## src/rtl/count_arbiter_pkg.sv

```systemverilog
// Shared types and default sizes for the count_arbiter slice.
package count_arbiter_pkg;

    localparam int DEF_NUM_REQ = 4;
    localparam int DEF_CNT_W   = 4;

    typedef enum logic [1:0] {
        IDLE,
        RUN,
        DONE
    } arb_state_e;

endpackage

```

## src/rtl/count_arbiter_if.sv

```systemverilog
// Requester-side bus of count_arbiter: requests and terminal values in, grant/count/done out.
interface count_arbiter_if
    import count_arbiter_pkg::*;
#(
    parameter int NUM_REQ = DEF_NUM_REQ,
    parameter int CNT_W   = DEF_CNT_W
);

    localparam int ID_W = $clog2(NUM_REQ);

    logic [NUM_REQ-1:0]       req;
    logic [NUM_REQ*CNT_W-1:0] req_max;
    logic [NUM_REQ-1:0]       grant;
    logic [ID_W-1:0]          active_id;
    logic                     busy;
    logic [CNT_W-1:0]         count;
    logic [NUM_REQ-1:0]       done;

    modport master (
        output req, req_max,
        input  grant, active_id, busy, count, done
    );

    modport slave (
        input  req, req_max,
        output grant, active_id, busy, count, done
    );

endinterface

```

## src/rtl/count_engine.sv

```systemverilog
// Shared up-counter datapath: clears, counts up to max and saturates there.
module count_engine
    import count_arbiter_pkg::*;
#(
    parameter int CNT_W = DEF_CNT_W
) (
    input  logic             clk,
    input  logic             rst,
    input  logic             clr,
    input  logic             en,
    input  logic [CNT_W-1:0] max,
    output logic [CNT_W-1:0] count,
    output logic             at_max
);

    logic [CNT_W-1:0] count_q, count_d;

    assign at_max = (count_q == max);
    assign count  = count_q;

    always_comb begin
        // NOTE: default assignment first, so no path leaves count_d unassigned (no latch).
        count_d = count_q;
        if (clr) begin
            count_d = '0;
        end else if (en && !at_max) begin
            count_d = count_q + CNT_W'(1);
        end
    end

    always_ff @(posedge clk) begin
        if (!rst) begin
            count_q <= '0;
        end else begin
            count_q <= count_d;
        end
    end

endmodule

```

## src/rtl/count_arbiter.sv

```systemverilog
// Grants one shared counter to NUM_REQ requesters and runs it to each owner's terminal value.
// Define RR_ARB_EN for round-robin arbitration; otherwise fixed priority, lowest index wins.
module count_arbiter
    import count_arbiter_pkg::*;
#(
    parameter int NUM_REQ = DEF_NUM_REQ,
    parameter int CNT_W   = DEF_CNT_W
) (
    input  logic           clk,
    input  logic           rst,
    count_arbiter_if.slave bus
);

    localparam int ID_W = $clog2(NUM_REQ);

    arb_state_e         state_q, state_d;
    logic [NUM_REQ-1:0] grant_q, grant_d;
    logic [NUM_REQ-1:0] done_q, done_d;
    logic [ID_W-1:0]    active_id_q, active_id_d;
    logic               busy_q, busy_d;
    logic [CNT_W-1:0]   max_q, max_d;

    logic               win_found;
    logic [ID_W-1:0]    win_idx;
    logic               eng_clr, eng_en, at_max;
    logic [CNT_W-1:0]   count;

`ifdef RR_ARB_EN
    logic [ID_W-1:0] ptr_q, ptr_d;

    // Search starts one past the last granted index and wraps.
    always_comb begin
        int idx;
        idx       = 0;
        win_found = 1'b0;
        win_idx   = '0;
        for (int k = 0; k < NUM_REQ; k++) begin
            idx = int'(ptr_q) + k;
            if (idx >= NUM_REQ) idx = idx - NUM_REQ;
            if (!win_found && bus.req[idx]) begin
                win_found = 1'b1;
                win_idx   = ID_W'(idx);
            end
        end
    end
`else
    always_comb begin
        win_found = |bus.req;
        win_idx   = '0;
        for (int k = NUM_REQ - 1; k >= 0; k--) begin
            if (bus.req[k]) win_idx = ID_W'(k);
        end
    end
`endif

    always_comb begin
        state_d     = state_q;
        grant_d     = grant_q;
        active_id_d = active_id_q;
        busy_d      = busy_q;
        max_d       = max_q;
        done_d      = '0;
        eng_clr     = 1'b0;
        eng_en      = 1'b0;
`ifdef RR_ARB_EN
        ptr_d       = ptr_q;
`endif
        case (state_q)
            IDLE: begin
                eng_clr = 1'b1;
                if (win_found) begin
                    state_d     = RUN;
                    grant_d     = NUM_REQ'(1) << win_idx;
                    active_id_d = win_idx;
                    busy_d      = 1'b1;
                    max_d       = bus.req_max[win_idx*CNT_W +: CNT_W];
`ifdef RR_ARB_EN
                    ptr_d       = (win_idx == ID_W'(NUM_REQ - 1)) ? '0 : win_idx + ID_W'(1);
`endif
                end
            end
            RUN: begin
                // Owner withdrawing mid-run wins over reaching the terminal value.
                if (!bus.req[active_id_q]) begin
                    state_d     = IDLE;
                    grant_d     = '0;
                    active_id_d = '0;
                    busy_d      = 1'b0;
                    eng_clr     = 1'b1;
                end else if (at_max) begin
                    state_d = DONE;
                    done_d  = grant_q;
                end else begin
                    eng_en = 1'b1;
                end
            end
            default: begin
                state_d     = IDLE;
                grant_d     = '0;
                active_id_d = '0;
                busy_d      = 1'b0;
                eng_clr     = 1'b1;
            end
        endcase
    end

    always_ff @(posedge clk) begin
        if (!rst) begin
            state_q     <= IDLE;
            grant_q     <= '0;
            done_q      <= '0;
            active_id_q <= '0;
            busy_q      <= 1'b0;
            max_q       <= '0;
`ifdef RR_ARB_EN
            ptr_q       <= '0;
`endif
        end else begin
            state_q     <= state_d;
            grant_q     <= grant_d;
            done_q      <= done_d;
            active_id_q <= active_id_d;
            busy_q      <= busy_d;
            max_q       <= max_d;
`ifdef RR_ARB_EN
            ptr_q       <= ptr_d;
`endif
        end
    end

    count_engine #(.CNT_W(CNT_W)) u_engine (
        .clk    (clk),
        .rst    (rst),
        .clr    (eng_clr),
        .en     (eng_en),
        .max    (max_q),
        .count  (count),
        .at_max (at_max)
    );

    assign bus.grant     = grant_q;
    assign bus.done      = done_q;
    assign bus.active_id = active_id_q;
    assign bus.busy      = busy_q;
    assign bus.count     = count;

endmodule

```

## src/flat_wrapper.sv

```systemverilog
// flat-port wrapper written by rule: the top's interface ports become plain ports
module count_arbiter_flat import count_arbiter_pkg::*;
#(
    parameter int NUM_REQ = DEF_NUM_REQ,
    parameter int CNT_W   = DEF_CNT_W
)
  (clk, rst, bus_req, bus_req_max, bus_grant, bus_active_id, bus_busy, bus_count, bus_done);
  count_arbiter_if #(.NUM_REQ(NUM_REQ), .CNT_W(CNT_W)) bus_i ();
  input  logic clk;
  input  logic rst;
  input wire logic [$bits(bus_i.req)-1:0] bus_req;
  input wire logic [$bits(bus_i.req_max)-1:0] bus_req_max;
  output wire logic [$bits(bus_i.grant)-1:0] bus_grant;
  output wire logic [$bits(bus_i.active_id)-1:0] bus_active_id;
  output wire logic [$bits(bus_i.busy)-1:0] bus_busy;
  output wire logic [$bits(bus_i.count)-1:0] bus_count;
  output wire logic [$bits(bus_i.done)-1:0] bus_done;
  assign bus_i.req = bus_req;
  assign bus_i.req_max = bus_req_max;
  assign bus_grant = bus_i.grant;
  assign bus_active_id = bus_i.active_id;
  assign bus_busy = bus_i.busy;
  assign bus_count = bus_i.count;
  assign bus_done = bus_i.done;
  count_arbiter #(.NUM_REQ(NUM_REQ), .CNT_W(CNT_W)) u_core (.clk(clk), .rst(rst), .bus(bus_i));
endmodule
```

## config.mk

```make
export PLATFORM = sky130hd
export DESIGN_NAME = count_arbiter_flat
export DESIGN_NICKNAME = d
export VERILOG_FILES = /design/src/rtl/count_arbiter_pkg.sv /design/src/rtl/count_arbiter_if.sv /design/src/rtl/count_engine.sv /design/src/rtl/count_arbiter.sv /design/src/flat_wrapper.sv
export SDC_FILE = /design/constraint.sdc
export NUM_CORES = 1
export LEC_CHECK = 0
export ABC_AREA = 0
export BUFFER_PORTS_ARGS = -buffer_cell sky130_fd_sc_hd__buf_2
export CORE_MARGIN = 8
export CORE_UTILIZATION = 49
export CTS_CLUSTER_DIAMETER = 80
export DETAILED_ROUTE_END_ITERATION = 7
export PLACE_DENSITY = 0.78
export SLEW_MARGIN = 0
export SYNTH_ARGS = -nofsm -noshare
export SYNTH_HDL_FRONTEND = slang
export SYNTH_SLANG_ARGS = --single-unit
```

## constraint.sdc

```tcl
create_clock -name clk -period 1.65 [get_ports clk]
set_input_delay 0.0825 -clock clk [delete_from_list [all_inputs] [get_ports clk]]
set_output_delay 0.0825 -clock clk [all_outputs]
set_load 0.02 [all_outputs]
```

# Word-level counts from Yosys, hierarchy flattened
# Cells that the tools add are included.
# W data, S select, Z words.
dict set report word_totals {
  register_bits 21
  in_bits 22
  word_cells 50
  out_inout_bits 15
}
dict set report op_classes {
  shifts 2
  n_eq_ne 5
  order_cmp 1
  reduce_logical 9
  bitwise_logic 1
  n_mux 24
  n_addsub 1
}
# operator n
set ops {}
lappend ops {{$mux W2} 9}
lappend ops {{$shiftx A16 B5 Y4} 1}
lappend ops {{$mux W1} 8}
lappend ops {{$mux W4} 2}
lappend ops {{$pmux W2 S2} 2}
lappend ops {{$pmux W4 S2} 1}
lappend ops {{$reduce_and A2 Y1} 3}
lappend ops {{$add A4 B1 Y4 const B} 1}
lappend ops {{$eq A4 B4 Y1} 1}
lappend ops {{$reduce_and A4 Y1} 1}
lappend ops {{$reduce_or A4 Y1} 1}
lappend ops {{$shl A1 B2 Y4 const A} 1}
lappend ops {{$lt A2 B3 Y1 const B} 1}
lappend ops {{$ne A3 B3 Y1 const B} 1}
lappend ops {{$bmux W1 S2} 1}
lappend ops {{$eq A2 B1 Y1 const B} 1}
lappend ops {{$logic_not A2 Y1} 1}
lappend ops {{$ne A2 B1 Y1 const B} 1}
lappend ops {{$ne A2 B2 Y1 const B} 1}
lappend ops {{$pmux W1 S2} 1}
lappend ops {{$reduce_or A2 Y1} 1}
lappend ops {{$logic_and A1 B1 Y1} 1}
lappend ops {{$logic_not A1 Y1} 1}
lappend ops {{$not A1 Y1} 1}

# Logic depth before layout (Yosys ltp)
dict set report logic_depth {
  depth_word 7
  depth_mapped 5
  ltp_nobuf 4
}

# Cells and area by module
# A second synthesis with hierarchy kept.
dict set report unflattened {
  hier_cells 125
  hier_area_um2 1104.8
}
# module area_per_inst_um2 cells_per_inst seq_area_each_um2 instances
set modules_own_cells {}
lappend modules_own_cells {count_arbiter 855.8 99 340.3 1}
lappend modules_own_cells {count_engine 249.0 26 80.1 1}

# Least setup slack after synthesis
# OpenSTA, ideal clock, no wires.
dict set report synth_timing {
  path_type {reg2reg}
  from {register u_core.u_engine.count_q[0], in the netlist u_core.u_engine.count[0]}
  to {register u_core.u_engine.count_q[3], in the netlist u_core.u_engine.count[3]}
  arrival_time_ns 1.505
  n_path_buf 0
  stages_incl_launch_ff 5
  t_required_ns 1.529
  path_slack_ns 0.025
  period_less_slack_ns 1.625
  setup_time_ns 0.121
  cell_sequence {dfxtp_1 -> xnor2_1 -> nand4_1 -> nand4_1 -> mux2_2}
}
dict set report synth_between {
  elab_chain_len 5
  elab_cells_between_ends 7
  classes_between {add/sub: 1; eq/ne: 1; mux: 3; reduce/logical: 2}
}
# item line
set synth_lines {}
lappend synth_lines {{start: declaration} count_engine.sv:16} ;# logic [CNT_W-1:0] count_q, count_d;
lappend synth_lines {{start signal: assignment} count_engine.sv:35} ;# count_q <= count_d;
lappend synth_lines {{$eq A4 B4 Y1} count_engine.sv:18} ;# assign at_max = (count_q == max);
lappend synth_lines {{$mux W1} count_arbiter.sv:90} ;# end else if (at_max) begin
lappend synth_lines {{$mux W1} count_arbiter.sv:84} ;# if (!bus.req[active_id_q]) begin
lappend synth_lines {{$mux W1} count_arbiter.sv:68} ;# case (state_q)
lappend synth_lines {{$logic_and A1 B1 Y1} count_engine.sv:26} ;# end else if (en && !at_max) begin
# Parallel ways exist; a longest one is shown, timed or not.
# A chain may end at the register's enable or synchronous reset.

# Worst setup path in the final report
dict set report layout_timing {
  from {register u_core.active_id_q[1], in the netlist u_core.bus.active_id[1]}
  to {register u_core.u_engine.count_q[3], in the netlist u_core.u_engine.count[3]}
}
dict set report layout_between {
  elab_chain_len 5
  elab_cells_between_ends 8
  classes_between {mux: 6; reduce/logical: 2}
}
# item line
set layout_lines {}
lappend layout_lines {{start: declaration} count_arbiter.sv:19} ;# logic [ID_W-1:0] active_id_q, active_id_d;
lappend layout_lines {{start signal: assignment} count_arbiter.sv:122} ;# active_id_q <= active_id_d;
lappend layout_lines {{$bmux W1 S2 (*)} count_arbiter.sv:84}
lappend layout_lines {{$mux W1 (implied by the code) (*)} count_arbiter.sv:84}
lappend layout_lines {{$mux W1} count_arbiter.sv:84}
lappend layout_lines {{$mux W1} count_arbiter.sv:68}
lappend layout_lines {{$reduce_or A2 Y1 (no source line) / $logic_and A1 B1 Y1 (equally long branches)} -}
# Mark *: on every way between the ends. The rest lies on a longest branch, timed or not. The select of a mux whose other input is x is not followed.

==> metrics.yaml <==
run_status:
  status: "finished, final reports clean"
detailed_routing:
  drt_iter0_drc: 25
  wl_per_cell_um: 14.0
  ant_nets: 0
  via_count: 1035
  routed_wl_mm: 2.66
  viasPerCell: 5.45
  drc: 0
  first_pass_iters: 4
cells_and_area:
  n_fill_cell: 201
  area_delta_synth_final_pct: 19.6
  final_common_cell: "buf_2"
  final_area_sq_um: 1330
  num_antenna_cells: 0
  nNetsFinal: 186
  layout-drive-gt1-share_pct: 31.5
  final_cell_mix: "36 x buf_2, 21 x dfxtp_1, 15 x nor2_1, 10 x nand2_1, 7 x o22ai_1"
  final_cells: 190
synthesis:
  async_flop_share_pct: 0
  synth_edf_count: 0
  postSynthCellCount: 127
  yosys-top-cells-area: "dfxtp_1 38%, nor2_1 5.1%, o22ai_1 3.9%"
  synth.top_cell.area_share_pct: 37.7
  syn_nets: 150
  syn-cell-area_sq_um: 1110
  yosysSeqAreaShare_pct: 37.7
  synthFlopType: "dfxtp_1"
  ys_warn_count: 0
  synth_seq_cells: 21
  synth_top_area_cell: "dfxtp_1"
  avgSynthCellArea_sq_um: 8.78
  synth.distinct_cells: 40
placement:
  place_congestion: 0.791
  placed_area_sq_um: 1300
  placed_cells: 186
  dp_hpwl_mm: 2.08
  numPortBuffers: 36
sta:
  slew_viol_final: 0
  worst_slew_pin_slew_ns: 0.370
  maxSlewHeadroom_pct: 75.1
  fin_crit_ns: 1.54
  hold_viol: 0
  fin_skew_ns: 0.00126
  tns_ns: 0
  grt_setup_unrepaired: "false"
  setup_viol: 0
  fin_crit_sh_pct: 93.1
  hold_ws_ns: 0.112
  max_freq_mhz: 651
power:
  swShare_pct: 30.7
  vdd_drop_max_mv: 0.510
  p_int_uw: 753
  power_uw: 1090
  switching_power_uw: 334
  power_frac_clock_pct: 22.6
  p_per_area_nw_per_um2: 815
  p_seq_share_pct: 52.2
  power_frac_comb_pct: 25.2
  p_leak_uw: 0.000585
setup_path:
  cp-startpoint: "u_core.bus.active_id[1]"
  crit_path_start_kind: "register"
  arrival_ns: 1.74
  rr_worst_depth: 4
  reg2reg_from: "u_core.bus.active_id[1]"
  end_kind: "register"
  crit_required_ns: 1.85
  worstPathMaxFanout: 7
  crit_type: "reg2reg"
die:
  dieHeight_um: 63.7
  die-area_sq_um: 4060
  ios: 37
  dieWidth_um: 63.7
  core_area_sq_um: 2190
  initial_core_util_pct: 50.9
  row_count: 17
cts:
  path_clk_slew_ns: 0.11
  ctsHoldBuffers: 0
  cts_tree: "yes"
  htreeDepth: 1
  cts.sinks: 21
  cts_made_buffers: 3
  clockBufferDepth: 2
  ctsResizeCount: 0
  cts_root_buffer: "clkbuf_4"
  cts_setup_buffers: 0
  clk_latency_ns: 0.30
global_route:
  gr-total-overflow: 0
  first_global_vias: 1075
  grt_use_total_pct: 13.8
  grt_max_degree: 20
  grt_pass1_wl_mm: 4.80
  antenna_found_initial: 0
min_path:
  hold_start: "bus_req[2]"
  hold_depth: 3
  min_path_type: "in2reg"
flow_run:
  cap_viol_max_count: 0
## kinds of logic after synthesis
family / Yosys count / share of synthesized area (%)
AOI/OAI and AO/OA: 34 / 24.0
xor gates and xnor gates: 5 / 3.93
adders and majority gates: 1 / 1.12
buffers and inverters: 9 / 4.04
DFF: 21 / 37.7
muxes: 5 / 4.60
and+or+nand+nor: 52 / 24.6
## layout make-up
type,instances,area [sq um],share of cell area (%)
clock buffer,4,26.3,1.97
multi-input combinational,97,653,49.0
timing repair buffer,37,188,14.1
tap,28,35.0,2.63
sequential,21,420,31.5
inverter,3,11.3,0.844
## registers in the layout, indices dropped and copies added (netlist names)
| signal | cells |
|---|---|
| u_core.u_engine.count | 4 |
| u_core.bus.grant | 4 |
| u_core.bus.active_id | 2 |
| u_core.state_q | 2 |
| u_core.bus.done | 4 |
| u_core.max_q | 4 |
| u_core.bus.busy | 1 |
## worst max-delay path: stages (launching register included)
cell and delay [ns]:
dfxtp_1 0.44, mux2i_2 0.34, o22ai_2 0.19, and3_1 0.22, mux2_2 0.25
## synth_stat cells (3+ instances only)
cell       n
and2_1     5
dfxtp_1   21
o22ai_1    7
o21ai_0    5
a211o_1    3
xnor2_1    5
inv_1      3
o32ai_1    4
nand2_1   10
nor2_1    15
a21oi_1    4
nand2b_1   3
mux2i_1    4
nor2b_1    5
buf_2      3
## through the flow
stage               util (%)  worst slack, ns
finish                  60.9            0.114
global route            60.9           0.0116
CTS                     60.7            0.108
detailed placement      59.5            0.132
global placement        59.5            0.181
floorplan                  -           0.0246
## power groups by stage
stage	Clock, uW	Combinational [uW]	Sequential [uW]
finish	246	274	567
global route	271	305	573
CTS	253	272	567
detailed placement	0	270	578
global placement	0	264	577
floorplan	0	175	590
## per-layer routing
| metal | global-route usage (%) | routed length, um | vias to the layer above | part of all wire (%) |
|---|---|---|---|---|
| met3 | 4.06 | 136 | 2 | 5.1 |
| met1 | 17.4 | 1250 | 465 | 47 |
| met4 | 5.29 | 14 | 0 | 0.53 |
| met2 | 21.7 | 1260 | 34 | 47 |
| met5 | 0 | 0 | - | 0 |
| li1 | - | - | 534 | - |
## path summary, 6_finish.rpt
| path | slack [ns] | endpoint |
|---|---|---|
| max | 0.11 | u_core.u_engine.count[3] |
| min | 0.11 | u_core.bus.grant[2] |
| max reg2reg | 0.11 | u_core.u_engine.count[3] |
| min reg2reg | 0.49 | u_core.bus.grant[1] |
Power figures use the tool's default switching activity.
